File: src/rtl/dmem_arbiter.sv
// dmem_arbiter: round-robin arbiter between two masters for the single-port data RAM.
// Maps MIPS byte addresses from BASE upward onto RAM word indices, one access every two cycles.
module dmem_arbiter #(
  parameter int unsigned ADDR_W = 11,
  parameter int unsigned DEPTH  = 2048,
  parameter logic [31:0] BASE   = 32'h1001_0000
) (
  input  logic              clk,
  input  logic              reset,
  input  logic              m0_req,
  input  logic              m0_we,
  input  logic [31:0]       m0_addr,
  input  logic [31:0]       m0_wdata,
  output logic              m0_gnt,
  output logic              m0_rvalid,
  output logic [31:0]       m0_rdata,
  output logic              m0_err,
  input  logic              m1_req,
  input  logic              m1_we,
  input  logic [31:0]       m1_addr,
  input  logic [31:0]       m1_wdata,
  output logic              m1_gnt,
  output logic              m1_rvalid,
  output logic [31:0]       m1_rdata,
  output logic              m1_err,
  output logic              mem_wena,
  output logic [ADDR_W-1:0] mem_addr,
  output logic [31:0]       mem_wdata,
  input  logic [31:0]       mem_rdata
);
  localparam int unsigned DW = 32;

  typedef enum logic [1:0] {
    IDLE   = 2'd0,
    ACCESS = 2'd1,
    RESP   = 2'd2
  } state_t;

  // Request context kept from arbitration until its response is issued.
  typedef struct packed {
    logic id;
    logic we;
    logic err;
  } xfer_t;

  state_t            state_q, state_d;
  logic              last_grant_q, last_grant_d;
  xfer_t             xfer_q, xfer_d;

  logic              m0_gnt_d, m1_gnt_d;
  logic              m0_rvalid_d, m1_rvalid_d;
  logic              m0_err_d, m1_err_d;
  logic [DW-1:0]     m0_rdata_d, m1_rdata_d;
  logic              mem_wena_d;
  logic [ADDR_W-1:0] mem_addr_d;
  logic [DW-1:0]     mem_wdata_d;

  logic              win;
  logic              sel_we;
  logic [DW-1:0]     sel_addr;
  logic [DW-1:0]     sel_wdata;
  logic [DW-1:0]     offset;
  logic [DW-1:0]     idx;
  logic              sel_err;
  logic [DW-1:0]     rsp_data;

  // Winner selection and address decode for the request about to be captured.
  always_comb begin
    win       = (m0_req && m1_req) ? ~last_grant_q : m1_req;
    sel_we    = win ? m1_we    : m0_we;
    sel_addr  = win ? m1_addr  : m0_addr;
    sel_wdata = win ? m1_wdata : m0_wdata;
    offset    = sel_addr - BASE;
    idx       = offset >> 2;
    sel_err   = (sel_addr[1:0] != 2'b00) || (sel_addr < BASE) || (idx >= DW'(DEPTH));
    rsp_data  = (xfer_q.we || xfer_q.err) ? '0 : mem_rdata;
  end

  always_comb begin
    state_d      = state_q;
    last_grant_d = last_grant_q;
    xfer_d       = xfer_q;
    m0_gnt_d     = 1'b0;
    m1_gnt_d     = 1'b0;
    m0_rvalid_d  = 1'b0;
    m1_rvalid_d  = 1'b0;
    m0_err_d     = 1'b0;
    m1_err_d     = 1'b0;
    m0_rdata_d   = '0;
    m1_rdata_d   = '0;
    mem_wena_d   = 1'b0;
    mem_addr_d   = mem_addr;
    mem_wdata_d  = mem_wdata;

    case (state_q)
      IDLE, RESP: begin
        if (m0_req || m1_req) begin
          state_d      = ACCESS;
          last_grant_d = win;
          xfer_d.id    = win;
          xfer_d.we    = sel_we;
          xfer_d.err   = sel_err;
          m0_gnt_d     = ~win;
          m1_gnt_d     = win;
          mem_wena_d   = sel_we && !sel_err;
          if (!sel_err) begin
            mem_addr_d  = idx[ADDR_W-1:0];
            mem_wdata_d = sel_wdata;
          end
        end else begin
          state_d = IDLE;
        end
      end
      ACCESS: begin
        state_d = RESP;
        if (xfer_q.id) begin
          m1_rvalid_d = 1'b1;
          m1_err_d    = xfer_q.err;
          m1_rdata_d  = rsp_data;
        end else begin
          m0_rvalid_d = 1'b1;
          m0_err_d    = xfer_q.err;
          m0_rdata_d  = rsp_data;
        end
      end
      default: state_d = IDLE;
    endcase
  end

  // Reset clears everything at once, so an in-flight write never reaches the RAM.
  always_ff @(posedge clk or negedge reset) begin
    if (!reset) begin
      state_q      <= IDLE;
      last_grant_q <= 1'b1;
      xfer_q       <= '0;
      m0_gnt       <= 1'b0;
      m1_gnt       <= 1'b0;
      m0_rvalid    <= 1'b0;
      m1_rvalid    <= 1'b0;
      m0_err       <= 1'b0;
      m1_err       <= 1'b0;
      m0_rdata     <= '0;
      m1_rdata     <= '0;
      mem_wena     <= 1'b0;
      mem_addr     <= '0;
      mem_wdata    <= '0;
    end else begin
      state_q      <= state_d;
      last_grant_q <= last_grant_d;
      xfer_q       <= xfer_d;
      m0_gnt       <= m0_gnt_d;
      m1_gnt       <= m1_gnt_d;
      m0_rvalid    <= m0_rvalid_d;
      m1_rvalid    <= m1_rvalid_d;
      m0_err       <= m0_err_d;
      m1_err       <= m1_err_d;
      m0_rdata     <= m0_rdata_d;
      m1_rdata     <= m1_rdata_d;
      mem_wena     <= mem_wena_d;
      mem_addr     <= mem_addr_d;
      mem_wdata    <= mem_wdata_d;
    end
  end

endmodule

File: config.mk
export PLATFORM = sky130hd
export DESIGN_NAME = dmem_arbiter
export DESIGN_NICKNAME = d
export VERILOG_FILES = /design/src/rtl/dmem_arbiter.sv
export SDC_FILE = /design/constraint.sdc
export NUM_CORES = 1
export LEC_CHECK = 0
export BUFFER_PORTS_ARGS = -buffer_cell sky130_fd_sc_hd__buf_2
export CAP_MARGIN = 20
export CORE_AREA = 4 4 107 109
export DETAILED_ROUTE_END_ITERATION = 8
export DIE_AREA = 0 0 111 113
export PLACE_DENSITY = 0.85
export SLEW_MARGIN = 15
export SYNTH_ARGS = -nofsm -noshare
export SYNTH_HDL_FRONTEND = slang
export SYNTH_SLANG_ARGS = --single-unit
File: constraint.sdc
create_clock -name clk -period 8.2 [get_ports clk]
set_input_delay 0.82 -clock clk [delete_from_list [all_inputs] [get_ports clk]]
set_output_delay 0.82 -clock clk [all_outputs]
set_load 0.02 [all_outputs]
==> impl_results.md, run 1 <==
* Status: finished, final reports clean
* DRT iter0 DRCs at 300
* Post-CTS Hold Buffers at 0
* FF-to-FF path depth at 6
* Switching Fraction at about a quarter
* EDFF count, synth at 0
* CP Buf/Inv Count at 3
* Total core area at 10600 sq um
* Worst-margin pin slew at 1.028 ns
* Comb power frac at a little under a tenth
* Hold Slack at between 0.3 and 0.4 ns
* Hold Violations, Final at 0
* Final wirelength at 15.35 mm
* Internal power at between 1 and 1.5 mW
* Origin of the critical flop-to-flop path: last_grant_q
* Post-synth top area share at 60.39%
* Final Slew Violations at 0
* Clk sinks at between 100 and 150
* FILL cells at 818
* Number of vias per cell at 5.114
* Vias in the first global route at 4721
* Slowest-stage cell, CP: or4b_4
* Final nets at 889
* Syn_nets at 612
* Clock Power Share at about half
* Die Span Y at 113 microns
* Pwr Total at ~1.5 mW
* Syn Area/Cell at 11.06 sq um
* Setup violations, final at 0
* First-pass GRT wire length at 24.07 mm
* Yosys reg bits at 120
* Post-CTS setup buffers at 0
* Multi-input logic area at 1804 sq um
* PortBufs at about 280
* Arrival time worst endpoint at 3.55 ns
* Critical path capture point type: flop
* Overall Global Routing Usage at 24.44%
* Crit-path cells: buf_2 > a21boi_4 > buf_4 > nand3_1 > or4b_4 > a2111oi_4 > buf_4 > mux2_2
* Synth Cell Area at between 4000 and 5000 sq um
* Final min period at around 3.2 ns
* Diodes inserted at 0
* Ranking of synthesized cells by area: dfrtp_1, nand2_1, mux2_2
* GP Congestion at 0.9722
* Critical path required time at 8.59 ns
* Crit-path max FO at 48
* Max-Cap Viols at 0
* Worst Skew at 0.01204 ns
* Synth-to-layout area growth at 42.30%
* Ys flop type: dfrtp_1
* GRT Residual Overflow at 0
* Switching pwr at 0.3460 mW
* Top-count cell post-synth: nand2_1
* Cell count after synthesis at 446
* Starting density of the core at 46.51%
* Largest net degree at the start of global routing at between 60 and 70
* Drt pass-1 iters at 5
* RSZ-0062 raised after global routing: no
* Post-DRT Antenna Nets at 0
* CTS buffer count at 17
* Die width at roughly 110 microns
* Share of cells above drive strength 1 at about 50%
* Sequential cell area at ~3000 sq um
* R2R setup slack at around 5.1 ns
* Peak VDD IR at 0.0001348 V
* Leading area contributor after synthesis: dfrtp_1
* # DRC at 0
* Post-CTS Resized at 0
* Yosys warns at 0
* Total number of vias at 4480
* Sequential share of the synthesized area at 60.92%
* Die area at 12540 sq um
* Most frequent cells after synthesis: nand2_1, dfrtp_1, and3_1, mux2_2, clkbuf_1
* Insertion delay to the later sink of the worst-skew pair at 0.51 ns
* Max clock buf depth at 2
* Library cells used by synthesis at 36
* Worst min path class: in2async
* Startpoint Class: input port
* PwrDens at 207.5 nW/um^2
* Reg2reg end: mem_wdata[22]
* Number of I/O pins at 280
* CTS root buf: clkbuf_8
* Final period util at 38.54%
* WS Path Type: in2reg
* CTS H-tree depth at 4
* Seq pwr share at 41.8%
* Total leakage power at 4.380 nW
* Initial antenna violation count at 0
* Drt wl/cell at 17.53 microns
* CP peak stage delay at about 0.55 ns
* Worst path top cell family by delay: buffers and inverters
* CP dominant cell by count: buf_4
* Rows at 38
* Max Freq at 0.3165 GHz
* HPWL after detailed placement at 11.51 mm
* Asr flop ratio synth at 100.0%
* Setup TNS at 0 ns
* CTS tree: yes
* Max-slew headroom at 31.49%
* Clk pin slew, worst setup/hold paths at 0.06 ns
cell type report:
class,count,area share [%]
timing repair buffer,284,20.52
inverter,3,0.1605
clock inverter,11,1.748
multi-input combinational,297,25.71
tap,140,2.496
clock buffer,21,6.544
sequential,120,42.81
per-layer routing:
metal / up-vias / wire length [microns] / track usage [%]
li1: 2064 / - / -
met1: 2123 / 5417 / 26.32
met2: 248 / 7897 / 43.04
met3: 45 / 1392 / 8.289
met4: 0 / 646 / 12.23
met5: - / 0 / 0
worst register-to-register path, cell delays in order, from the launching register on:
cell and delay, ns:
dfstp_2 0.59, a21bo_2 0.79, mux2i_1 0.29, o211ai_1 0.16, a2111oi_4 0.21, buf_4 0.54, mux2_2 0.43
cells in the final DEF, fill, tap and decap left out, drive strengths merged, types with 5 or more instances in the layout:
| master | instances |
|---|---|
| mux2 | 43 |
| dfrtp | 119 |
| nand2 | 131 |
| clkbuf | 21 |
| buf | 284 |
| nor4 | 7 |
| nor2 | 7 |
| clkinv | 5 |
| and3 | 65 |
power by group through the flow:
stage | Combinational [mW] | Sequential, mW | Clock (mW)
after CTS | 0.136 | 0.608 | 0.729
after detailed placement | 0.135 | 0.618 | 0
after floorplan | 0.0540 | 0.620 | 0
after global routing | 0.154 | 0.608 | 0.752
after global placement | 0.132 | 0.617 | 0
final | 0.137 | 0.608 | 0.711
kinds of logic after synthesis:
logic type | after synthesis | share of synthesized area, %
buf+inv | 29 | 2.816
simple gates | 238 | 23.60
compound gates | 14 | 2.436
mux | 45 | 10.23
flops | 120 | 60.92
through the flow:
step           std cells  area [sq um]  setup slack [ns]  utilization (%)
6_report             876          7017             5.040            66.18
5_1_grt              876          7017             4.905            66.18
4_1_cts              875          7005             5.071            66.07
3_5_place_dp         843          6424             4.537            60.59
3_3_place_gp         843          6424             4.651            60.59
2_1_floorplan        446          4931             4.931                -
how the worst max path moves through the flow:
stage	from	endpoint	slack [ns]	depth (start not counted)
floorplan	m1_addr[19]	mem_addr[0]	4.93	6
detailed placement	m1_req	mem_wdata[22]	4.54	8
global placement	m1_req	mem_wdata[2]	4.65	8
global route	last_grant_q	mem_wdata[25]	4.91	6
finish	m1_req	mem_wdata[22]	5.04	8
CTS	last_grant_q	mem_wdata[22]	5.07	6
registers in the layout (all words and copies together), names as in the netlist, 2 cells and up:
register   count
state_q        2
mem_wdata     32
m1_rdata      32
m0_rdata      32
mem_addr      11
xfer_q         3
(Power assumes the default switching activity.)
==> run 2: changes to the inputs <==
Settings changed: CORE_AREA 4 4 107 109 to 4 4 111 113, DIE_AREA 0 0 111 113 to 0 0 115 117, PLACE_DENSITY 0.85 to 0.79.
Clock period 8.2 ns to 2.95 ns, I/O delays scaled along.
==> run 2 against run 1 <==
Compared with the run above:
- global-route usage decreased by 3.1 points
- setup slack got worse by 4.6 ns
- critical path depth decreased by 1
- worst hold slack got worse by 0.25 ns
- sequential cell count unchanged
- sequential power increased to 2.8 times the previous value
- clock skew increased by 0.00063 ns
- wire length decreased by 4.9%
- power increased to 2.7 times the previous value
- final cell count increased by 0.57%
- sequential share of layout area about the same
- critical path type is now reg2reg
- largest cell class unchanged
==> impl_results.md, run 2 (same netlist as run 1, synthesis figures left out) <==
* Status: finished, final reports clean
* Multi-input logic area at 1809 sq um (+0.28%)
* CTS tree: yes
* Vias in the first global route at 4470 (-5.3%)
* Hold_sp: mem_rdata[4]
* Layout Cells excl Fill at 881 (+0.57%)
* Insertion delay to the later sink of the worst-skew pair at 0.40 ns (-0.11 ns)
* Slowest-stage cell, CP: dfstp_2
* Initial antenna violation count at 0 (unchanged)
* Seq pwr share at 43.4% (+1.6 points)
* Arrival time worst endpoint at 2.74 ns (-0.81 ns)
* Rows at 39 (+2.6%)
* Final nets at 892 (+0.34%)
* Final min period at 2.463 ns
* CTS root buf: clkbuf_16
* Regs by FF count: m0_rdata x32, m1_rdata x32, mem_wdata x32
* Worst Skew at 0.01267 ns (+0.0006318 ns)
* Comb power frac at 9.9% (+0.5 points)
* Pwr Total at 3.890 mW (+170%)
* Hold Violations, Final at 0 (unchanged)
* Clock Power Share at 46.7% (-2.1 points)
* HPWL after detailed placement at 11.23 mm (-2.4%)
* Drt wl/cell at 16.58 microns (-5.4%)
* Total core area at 11320 sq um (+6.8%)
* Worst-margin pin slew at 1.025 ns (-0.003167 ns)
* First-pass GRT wire length at 22.19 mm (-7.8%)
* Commonest non-fill, non-tap cell in the layout: buf_2
* Critical path capture point type: flop
* Max clock buf depth at 2 (unchanged)
* Total leakage power at 4.382 nW (about the same)
* WS Path Type: reg2reg
* Switching pwr at 0.9867 mW (+190%)
* Critical path required time at 3.23 ns (-5.36 ns)
* GP Congestion at 0.9601 (-1.2%)
* Setup violations, final at 0 (unchanged)
* Die Span Y at 117 microns (+3.5%)
* Most frequent cells in the layout: buf_2, nand2_1, dfrtp_1
* Crit-path max FO at 45 (-6.3%)
* Number of vias per cell at 5.014 (-2.0%)
* Sequential cell area at 3004 sq um (unchanged)
* Final wirelength at 14.61 mm (-4.9%)
* Diodes inserted at 0 (unchanged)
* Final period util at 83.51%
* Max-slew headroom at 31.54% (+0.049 points)
* CTS buffer count at 17 (unchanged)
* Startpoint Class: flop
* DRT iter0 DRCs at 257 (-14%)
* Origin of the critical flop-to-flop path: last_grant_q
* Clk sinks at 120 (unchanged)
* Post-CTS setup buffers at 0 (unchanged)
* FILL cells at 954 (+17%)
* Hold Slack at 0.1289 ns (-0.2460 ns)
* Largest net degree at the start of global routing at 65 (unchanged)
* Die area at 13460 sq um (+7.3%)
* CP peak stage delay at 0.58 ns (+0.03 ns)
* Worst min path class: in2reg
* DP Cell Count at 849 (+0.71%)
* Drt pass-1 iters at 5 (unchanged)
* Switching Fraction at 25.36% (+1.6 points)
* Clk pin slew, worst setup/hold paths at 0.06 ns (about the same)
* Total number of vias at 4417 (-1.4%)
* GRT Residual Overflow at 0 (unchanged)
* Post-DRT Antenna Nets at 0 (unchanged)
* Final Slew Violations at 0 (unchanged)
* Max Freq at 0.4059 GHz
* Overall Global Routing Usage at 21.39% (-3.1 points)
* Starting density of the core at 43.56% (-3.0 points)
* Number of I/O pins at 280 (unchanged)
* Crit-path cells: a21boi_4 > buf_4 > a211oi_1 > nand4_1 > a2111oi_4 > buf_12 > mux2_2
* Share of cells above drive strength 1 at 49.46% (about the same)
* Setup TNS at 0 ns (unchanged)
* # DRC at 0 (unchanged)
* Synth-to-layout area growth at 42.40% (about the same)
* Peak VDD IR at 0.0003314 V (+150%)
* PwrDens at 554.0 nW/um^2 (+170%)
* CTS H-tree depth at 4 (unchanged)
* Die width at 115 microns (+3.6%)
* PortBufs at 279 (unchanged)
* Max-Cap Viols at 0 (unchanged)
* RSZ-0062 raised after global routing: no
* Internal power at 2.903 mW (+160%)
* CP Launch Point: last_grant_q
[run 2: changes by cell type in the layout (fill, tap and decap cells not counted), sizes merged]
cell / before / now
clkinv: 5 / 9
clkbuf: 21 / 18
buf: 284 / 286
bufinv: 2 / 0
clkinvlp: 4 / 2
inv: 3 / 5
dlygate4sd3: 0 / 1
[run 2: final timing paths]
path,cells past startpoint,slack [ns],endpoint
max,7,0.49,mem_wdata[15]
min,2,0.13,m0_rdata[4]
max reg2reg,7,0.49,mem_wdata[15]
min reg2reg,1,0.43,state_q[1]
max in group asynchronous,3,1.62,m0_rdata[6]
min in group asynchronous,2,0.52,m0_rdata[23]
[run 2: metrics by stage]
step | util [%] | setup slack [ns] | area (sq um)
after global placement | 57.24 | 0.1641 | 6480
final | 62.02 | 0.4865 | 7022
after detailed placement | 57.24 | 0.1102 | 6480
after CTS | 62.02 | 0.4622 | 7022
after global routing | 62.02 | 0.3495 | 7022
after floorplan | - | 0.2060 | 4931
[run 2: cell type report]
type / instances / share of cell area (%)
Sequential cell: 120 / 42.78
Inverter: 3 / 0.1604
Clock buffer: 18 / 6.112
Clock inverter: 13 / 1.461
Timing Repair Buffer: 287 / 21.17
Multi-Input combinational cell: 297 / 25.77
Tap cell: 143 / 2.548
[run 2: power groups by stage]
stage                     registers (mW)  logic (mW)  clock network (mW)
after CTS                           1.69       0.387                1.86
after floorplan                     1.72       0.150                   0
after global routing                1.69       0.431                1.95
final                               1.69       0.384                1.82
after global placement              1.72       0.375                   0
after detailed placement            1.72       0.384                   0
[run 2: worst max-delay path, delay by kind of cell (launching register included)]
kind	cells	cell delay [ns]
AOI/OAI and AO/OA	3	0.68
and+or+nand+nor	1	0.19
DFF	1	0.58
buffers and inverters	2	0.52
muxes	1	0.38
[run 2: repair_timing]
| action | in CTS | in global routing |
|---|---|---|
| hold endpoints to repair | 3 | 0 |
| gates resized for setup | 0 | 0 |
| hold buffers | 1 | 0 |
[run 2: routing by layer]
layer	up-vias	track usage (%)	wire (microns)
met4	0	8.059	328
met3	26	6.118	1214
li1	2078	-	-
met1	2115	25.61	5523
met2	198	36.81	7540
met5	-	0	0
==> run 3: changes to the inputs <==
Settings changed: CORE_AREA 4 4 111 113 to 4 4 117 119, DIE_AREA 0 0 115 117 to 0 0 121 123, PLACE_DENSITY 0.79 to 0.75.
Clock period 2.95 ns to 2.2 ns, I/O delays scaled along.
==> run 3 against run 2 <==
Compared with the run above:
- the run now ends with negative setup slack left
- core utilization shrank 3.5 points
- global-route usage shrank 1.5 points
- setup slack got worse by 0.65 ns
- die area rose by 11%
- register-to-register slack got worse by 0.65 ns
- design area grew 4.8%
- maximum frequency increased by 4.1%
- wire length rose by 4.0%
- clock power grew 38%
- sequential share of layout area fell by 2.0 points
- worst hold slack lost 0.068 ns
==> impl_results.md, run 3 (same netlist as run 1, synthesis figures left out) <==
* CP peak stage delay at 0.54 ns (-0.04 ns)
* DRT iter0 DRCs at 269 (+4.7%)
* Insertion delay to the later sink of the worst-skew pair at 0.40 ns (about the same)
* HPWL after detailed placement at 11.00 mm (-2.0%)
* Final wirelength at 15.20 mm (+4.0%)
* Die width at 121 microns (+5.2%)
* # DRC at 0 (unchanged)
* Vias in the first global route at 4583 (+2.5%)
* Total number of vias at 4531 (+2.6%)
* GP Congestion at 0.9508 (-0.97%)
* Clk sinks at 120 (unchanged)
* Share of cells above drive strength 1 at 51.12% (+1.7 points)
* Regs by FF count: m0_rdata x32, m1_rdata x32, mem_wdata x32
* GRT Residual Overflow at 0 (unchanged)
* Reg2reg end: mem_wdata[28]
* Worst min path class: in2reg
* Max-Cap Viols at 0 (unchanged)
* Die area at 14880 sq um (+11%)
* Final nets at 915 (+2.6%)
* Status: finished, violations left
* Slowest-stage cell, CP: or4b_4
* Failing checks: negative setup slack
* Arrival time worst endpoint at 2.64 ns (-0.10 ns)
* Drt wl/cell at 16.29 microns (-1.8%)
* First-pass GRT wire length at 23.09 mm (+4.1%)
* Seq pwr share at 42.5% (-0.9 points)
* Initial antenna violation count at 0 (unchanged)
* Crit-path max FO at 11 (-76%)
* Number of I/O pins at 280 (unchanged)
* Post-DRT Antenna Nets at 0 (unchanged)
* Origin of the critical flop-to-flop path: last_grant_q
* Sequential cell area at 3004 sq um (unchanged)
* Hold path cells at 2 (unchanged)
* Final min period at 2.366 ns (-0.09788 ns)
* Total leakage power at 4.529 nW (+3.3%)
* Switching Fraction at 23.53% (-1.8 points)
* Setup violations, final at 43 (+43)
* Drt pass-1 iters at 5 (unchanged)
* Multi-input logic area at 1866 sq um (+3.1%)
* R2R setup slack at -0.17 ns (-0.65 ns)
* Number of vias per cell at 4.856 (-3.1%)
* Startpoint Class: flop
* Clk pin slew, worst setup/hold paths at 0.06 ns (about the same)
* Starting density of the core at 39.23% (-4.3 points)
* Max Freq at 0.4227 GHz (+4.1%)
* PortBufs at 279 (unchanged)
* WS Path Type: reg2reg
* Pre-CTS setup slack at -0.4228 ns (-0.5331 ns)
* PwrDens at 724.0 nW/um^2 (+31%)
* Worst Skew at 0.01188 ns (-0.0007897 ns)
* Most frequent cells in the layout: buf_2, nand2_1, dfrtp_1
* Max-slew headroom at 62.02% (+30 points)
* Max clock buf depth at 2 (unchanged)
* Peak VDD IR at 0.0004581 V (+38%)
* Diodes inserted at 0 (unchanged)
* Pwr Total at 5.326 mW (+37%)
* FF-to-FF path depth at 7 (unchanged)
* Switching pwr at 1.253 mW (+27%)
* Hold Violations, Final at 0 (unchanged)
* Total core area at 12570 sq um (+11%)
* Overall Global Routing Usage at 19.86% (-1.5 points)
* Synth-to-layout area growth at 49.20%
* Clock Power Share at 47.1% (+0.4 points)
* RSZ-0062 raised after global routing: yes
* Crit-path cells: a21boi_4 > nand3_2 > or4b_4 > a2111oi_4 > buf_4 > buf_8 > mux2_2
* CTS root buf: clkbuf_16
* Critical path capture point type: flop
* Largest net degree at the start of global routing at 65 (unchanged)
* Final period util at 107.5% (+24 points)
* Critical path required time at 2.48 ns (-0.75 ns)
* CTS H-tree depth at 4 (unchanged)
* Die Span Y at 123 microns (+5.1%)
* Worst-margin pin slew at 0.5696 ns (-0.4549 ns)
* Final Util at 58.54% (-3.5 points)
* Post-route setup slack at -0.1656 ns (-0.6521 ns)
* Final Slew Violations at 0 (unchanged)
* Hold_sp: mem_rdata[21]
* Rows at 41 (+5.1%)
* Setup TNS at -5.945 ns (-5.945 ns)
* Internal power at 4.073 mW (+40%)
* Min-Delay Endpoint: m1_rdata[21]
* CTS tree: yes
* Comb power frac at 10.4% (+0.5 points)
* CTS buffer count at 17 (unchanged)
* Commonest non-fill, non-tap cell in the layout: buf_2
* FILL cells at 1096 (+15%)
-- run 3: cell count changes in the layout (fill, tap and decap cells not counted), sizes merged --
cell,delta
clkinv,-4
buf,+22
inv,-2
clkbuf,+6
bufinv,+1
-- run 3: metrics by stage --
| step | cell area (sq um) | instances | hold slack [ns] |
|---|---|---|---|
| global route | 7357 | 933 | 0.04181 |
| detailed placement | 6610 | 890 | 0.2501 |
| global placement | 6610 | 890 | 0.2390 |
| finish | 7357 | 933 | 0.06063 |
| CTS | 7312 | 931 | 0.04217 |
| floorplan | 4935 | 446 | -0.07559 |
-- run 3: how the worst max path moves through the flow --
| stage | to | slack (ns) | from |
|---|---|---|---|
| 6_report | mem_wdata[28] | -0.17 | last_grant_q |
| 5_1_grt | mem_addr[10] | -0.24 | last_grant_q |
| 4_1_cts | mem_wdata[4] | -0.15 | last_grant_q |
| 3_5_place_dp | mem_wdata[4] | -0.42 | m1_addr[19] |
| 3_3_place_gp | mem_wdata[23] | -0.39 | m1_addr[19] |
| 2_1_floorplan | mem_addr[0] | -0.38 | m1_addr[19] |
-- run 3: power by group through the flow --
stage | logic, mW | registers (mW) | clock network (mW)
after global routing | 0.624 | 2.27 | 2.67
after floorplan | 0.202 | 2.31 | 0
after global placement | 0.525 | 2.30 | 0
after CTS | 0.555 | 2.26 | 2.57
after detailed placement | 0.542 | 2.30 | 0
final | 0.554 | 2.27 | 2.51
-- run 3: per-layer routing --
| layer | GRT usage (%) | wire length, microns | up-vias |
|---|---|---|---|
| met1 | 24.50 | 6200 | 2200 |
| met3 | 5.261 | 1165 | 20 |
| li1 | - | - | 2119 |
| met4 | 7.153 | 231 | 0 |
| met5 | 0 | 0 | - |
| met2 | 33.76 | 7597 | 192 |
-- run 3: area by class of cell --
cell class | instances | share of cell area (%)
clock inverter | 8 | 1.003
inverter | 3 | 0.1531
tap | 172 | 2.925
clock buffer | 23 | 6.361
multi-input combinational | 297 | 25.36
sequential | 120 | 40.83
timing repair buffer | 310 | 23.37
-- run 3: worst max-delay path: cells and delay by family, from the launching register on --
| kind | cells | cell delay [ns] |
|---|---|---|
| AOI/OAI and AO/OA | 2 | 0.51 |
| buffers and inverters | 2 | 0.40 |
| DFF | 1 | 0.38 |
| muxes | 1 | 0.34 |
| and+or+nand+nor | 2 | 0.62 |
-- run 3: repair_timing --
item | 4_1_cts | 5_1_grt
gates cloned | 3 | 2
hold buffers | 1 | 0
setup buffers | 6 | 0
setup endpoints to repair | 43 | 43
endpoints found under the hold margin | 42 | 0
resized for setup | 15 | 2
